--- src/rtl/serial_add_seq.sv ---
// Digit-serial adder sequencer.
// Operands are accepted over a valid/ready handshake and added two bits per
// clock, least significant digit first, with the carry held in a register
// between digits. The sum, carry-out and signed overflow are presented over a
// second valid/ready handshake and held until the consumer takes them.
module serial_add_seq #(
  parameter int WIDTH = 8
) (
  input  logic             clk,
  input  logic             rst_n,
  input  logic             in_valid,
  output logic             in_ready,
  input  logic [WIDTH-1:0] a,
  input  logic [WIDTH-1:0] b,
  input  logic             cin,
  output logic             out_valid,
  input  logic             out_ready,
  output logic [WIDTH-1:0] sum,
  output logic             cout,
  output logic             ovf,
  output logic             busy
);

  localparam int DIGITS = WIDTH / 2;
  localparam int IDX_W  = (DIGITS > 1) ? $clog2(DIGITS) : 1;

  typedef enum logic [1:0] {
    IDLE = 2'b00,
    RUN  = 2'b01,
    DONE = 2'b10
  } state_t;

  // Two-bit add stage: returns {carry_out, sum[1:0]}.
  function automatic logic [2:0] add_digit(input logic [1:0] x,
                                           input logic [1:0] y,
                                           input logic       c);
    return {1'b0, x} + {1'b0, y} + {2'b00, c};
  endfunction

  // Carry out of a single full-adder bit (majority of its three inputs).
  function automatic logic bit_carry(input logic x, input logic y, input logic z);
    return (x & y) | (x & z) | (y & z);
  endfunction

  state_t             state_r;
  state_t             state_nxt_s;
  logic [IDX_W-1:0]   idx_r;
  logic               carry_r;
  logic [WIDTH-1:0]   a_r;
  logic [WIDTH-1:0]   b_r;
  logic [WIDTH-1:0]   sum_r;
  logic               cout_r;
  logic               ovf_r;

  logic [IDX_W:0]     shift_s;
  logic [1:0]         a_dig_s;
  logic [1:0]         b_dig_s;
  logic [2:0]         dig_s;
  logic               cmid_s;
  logic               last_s;

  // Current digit slice, its 2-bit add, the carry into the digit's upper bit,
  // and the next FSM state.
  always_comb begin
    shift_s     = {idx_r, 1'b0};
    a_dig_s     = 2'(a_r >> shift_s);
    b_dig_s     = 2'(b_r >> shift_s);
    dig_s       = add_digit(a_dig_s, b_dig_s, carry_r);
    cmid_s      = bit_carry(a_dig_s[0], b_dig_s[0], carry_r);
    last_s      = (idx_r == IDX_W'(DIGITS - 1));
    state_nxt_s = state_r;
    case (state_r)
      IDLE: begin
        if (in_valid) begin
          state_nxt_s = RUN;
        end else begin
          state_nxt_s = IDLE;
        end
      end
      RUN: begin
        if (last_s) begin
          state_nxt_s = DONE;
        end else begin
          state_nxt_s = RUN;
        end
      end
      DONE: begin
        if (out_ready) begin
          state_nxt_s = IDLE;
        end else begin
          state_nxt_s = DONE;
        end
      end
      default: state_nxt_s = IDLE;
    endcase
  end

  // FSM state register.
  always_ff @(posedge clk or negedge rst_n) begin
    if (!rst_n) begin
      state_r <= IDLE;
    end else begin
      state_r <= state_nxt_s;
    end
  end

  // Operand latch, per-digit accumulation of the sum and final flag capture.
  always_ff @(posedge clk or negedge rst_n) begin
    if (!rst_n) begin
      idx_r   <= '0;
      carry_r <= 1'b0;
      a_r     <= '0;
      b_r     <= '0;
      sum_r   <= '0;
      cout_r  <= 1'b0;
      ovf_r   <= 1'b0;
    end else begin
      case (state_r)
        IDLE: begin
          if (in_valid) begin
            a_r     <= a;
            b_r     <= b;
            carry_r <= cin;
            idx_r   <= '0;
            sum_r   <= '0;
          end
        end
        RUN: begin
          // Digits arrive LSB first into a cleared register, so OR-in is enough.
          sum_r   <= sum_r | (WIDTH'(dig_s[1:0]) << shift_s);
          carry_r <= dig_s[2];
          idx_r   <= idx_r + IDX_W'(1);
          if (last_s) begin
            cout_r <= dig_s[2];
            ovf_r  <= dig_s[2] ^ cmid_s;
          end
        end
        DONE: begin
          // Result held for the consumer.
        end
        default: begin
          idx_r <= '0;
        end
      endcase
    end
  end

  // in_ready is qualified by rst_n so it reads 0 while reset is asserted.
  assign in_ready  = rst_n & (state_r == IDLE);
  assign out_valid = (state_r == DONE);
  assign busy      = (state_r == RUN);
  assign sum       = sum_r;
  assign cout      = cout_r;
  assign ovf       = ovf_r;

endmodule
--- config.mk ---
export PLATFORM = sky130hd
export DESIGN_NAME = serial_add_seq
export DESIGN_NICKNAME = d
export VERILOG_FILES = /design/src/rtl/serial_add_seq.sv
export SDC_FILE = /design/constraint.sdc
export NUM_CORES = 1
export LEC_CHECK = 0
export ABC_AREA = 1
export CAP_MARGIN = 5
export CORE_MARGIN = 2
export CORE_UTILIZATION = 49
export DETAILED_ROUTE_END_ITERATION = 10
export PLACE_DENSITY = 0.75
export SYNTH_ARGS = -nofsm -noshare
export SYNTH_HDL_FRONTEND = slang
export SYNTH_SLANG_ARGS = --single-unit
--- constraint.sdc ---
create_clock -name clk -period 2.6 [get_ports clk]
set_input_delay 0.26 -clock clk [delete_from_list [all_inputs] [get_ports clk]]
set_output_delay 0.26 -clock clk [all_outputs]
set_load 0.01 [all_outputs]
==> summary.md <==
| Metric | Value |
|---|---|
| Status | complete, no violations |
| Endpoints failing hold | 0 |
| Synth unique cells | 18 |
| CTS Root Cell | clkbuf_4 |
| Antenna Cells | 0 |
| Fin nets | 258 |
| Final worst setup slack | 223 ps |
| Rows | 20 |
| H-tree Lvls | 2 |
| IO buf count | 33 |
| Detailed Route Iter0 Violations | 40 |
| Setup violations, final | 0 |
| Critical path peak fanout | 16 |
| Max stage delay on crit path | 540 ps |
| Yosys top cell area share | 50.8% |
| Cells after DPL | 260 |
| Pwr Density | 1240 nW/µm² |
| Residual DRC | 0 |
| Skew-Pair Late Insertion Delay | 340 ps |
| Pin count of the biggest net entering global routing | 32 |
| Synth Register Bits | 31 |
| Layout Area Growth over Synthesis | 26.1% |
| Cell accounting for the most synthesized area | dfrtp_1 |
| Main synth FF type | dfrtp_1 |
| Share of cells above drive strength 1 | 8.09% |
| Clk_skew | 14.3 ps |
| CTS clk-pin slew, worst paths | 100 ps |
| Height of the die | 59.8 µm |
| Worst-case clock buffer depth | 2 |
| Synth Cell Area | 1530 µm² |
| Most common cell after layout, fill and taps aside | nand2_1 |
| Reg-to-reg startpoint | idx_r[0] |
| Setup crit start kind | flip-flop |
| EDFF count, synth | 0 |
| CP Cell Sequence | or2_2 -> nand3_1 -> nand2_1 -> fa_1 -> fa_1 -> inv_1 -> nor2_1 -> nand3_1 -> nand2_1 |
| Post-CTS Setup Bufs | 0 |
| Critical path's slowest cell | dfrtp_1 |
| Async S/R FF share, synth | 100% |
| Cell Count, Final, Fillers Out | 268 |
| Total wire length | 2900 µm |
| Global route overflow | 0 |
| RSZ-0062 raised after global routing | no |
| Post-DR wirelength/cell | 10.8 µm |
| HPWL after DPL | 2080 µm |
| Maximum vdd ir drop | 0.560 mV |
| Cts hold-fix bufs | 0 |
| Total CTS buffers | 5 |
| Crit end category | flip-flop |
| Syn avg cell area | 7.75 µm² |
| Starting density of the core | 50.8% |
| Mean number of vias per cell | 4.79 |
| Minimum clock period | 2380 ps |
| Measured slew at the worst slew-check pin | 419 ps |
| Vias in the first global route | 1236 |
| Arr. time, crit path | 2660 ps |
| Router iterations before antenna repair | 5 |
| Initial antenna violation count | 0 |
| Maximum clock frequency | 421 MHz |
| Sequential area share after synthesis | 50.8% |
| Crit path required time | 2890 ps |
| Final setup TNS | 0 ps |
| Pre-CTS setup slack | 220 ps |
| Final RePlAce weighted congestion | 0.845 |
| Relative slew slack | 72.0% |
| Synth Warn # | 0 |
| Most frequent cells in the layout | nand2_1, clkdlybuf4s50_1, dfrtp_1, inv_1, nand3_1 |
| Total number of vias | 1283 |
| Max Transition Viols Final | 0 |
| Setup CP Type | reg -> reg |
| HP Class | in -> async |
| Max Cap Viol | 0 |
| CTS tree | built |
| Leak | 1.04 nW |
| Post-Syn Instances | 197 |
| Tcrit/Tclk final | 91.4% |
| Synth area leaders | dfrtp_1, nand2_1, nand3_1 |
| Die Area | 3580 µm² |
| Crit path from | idx_r[0] |
| Final antenna-violating net count | 0 |
| Die Width | 59.8 µm |
| Total GRT Usage | 19.3% |
| Clock sink count | 31 |
| Ports | 34 |
| Global-route wire length before repair | 5060 µm |
| Core area | 3000 µm² |
| Gates resized, CTS repair | 0 |
| Synth Net Count | 221 |
[layer usage]
metal  track usage [%]  share of wire (%)
met5                 0                  0
met4              6.67                1.7
met3              6.49                4.8
met2              32.8                 48
met1              22.7                 46
[sequential cells by signal, indices dropped and copies added (netlist names)]
| name | flops |
|---|---|
| idx_r | 2 |
| carry_r | 1 |
| cout | 1 |
| state_r | 2 |
| ovf | 1 |
| a_r | 8 |
| sum | 8 |
| b_r | 8 |
[path summary, 6_finish.rpt]
path                           to  slack (ps)  cells after the start
min in group clk           a_r[4]         450                      3
hold reg to reg               ovf         470                      2
setup reg to reg           sum[1]         220                      9
max in group asynchronous    cout        1950                      2
hold / removal             sum[6]         350                      2
setup / recovery           sum[1]         220                      9
[Yosys cell counts (2+ instances only)]
cell type  number
buf_2           3
fa_1            2
buf_6           2
dfrtp_1        31
nor2_1          9
nand3_1        17
or2_2           4
buf_4           2
inv_1          18
o21ai_0         4
nand2_1        98
[logic make-up after synthesis]
logic type,synth area share [%]
AOI/OAI and AO/OA,1.31
DFF,50.8
buffers and inverters,8.52
adders and majority gates,3.44
and+or+nand+nor,35.9
[worst max-delay path: cells and delay by family (launching register included)]
family | cells | cell delay (ps)
buffers and inverters | 1 | 40
adders and majority gates | 2 | 990
DFF | 1 | 540
and+or+nand+nor | 6 | 750
[metrics by stage]
step           area, µm²  total power [W]  hold WS [ps]  utilization (%)
4_1_cts             1930          0.00241           391             64.1
2_1_floorplan       1530          0.00176         -35.6                -
5_1_grt             1930          0.00265           389             64.1
3_5_place_dp        1880          0.00215           459             62.5
3_3_place_gp        1880          0.00209           458             62.5
6_report            1930          0.00239           349             64.1
[power breakdown]
group	total [W]	leakage [nW]	switching (W)	internal [W]
Clock	0.000268	0.0293	0.000163	0.000105
Sequential	0.000855	0.389	0.000153	0.000702
Combinational	0.00127	0.620	0.000708	0.000561
Total	0.00239	1.04	0.00102	0.00137
[layout make-up]
type	count	area (µm²)
clock inverters	1	5.00
repair buffers	37	360
flip-flops and latches	31	776
multi-input cells	139	621
fillers	280	1080
clock buffers	7	45.0
inverters	20	77.6
well taps	33	41.3
No activity file was read; power rests on OpenSTA's default activity.
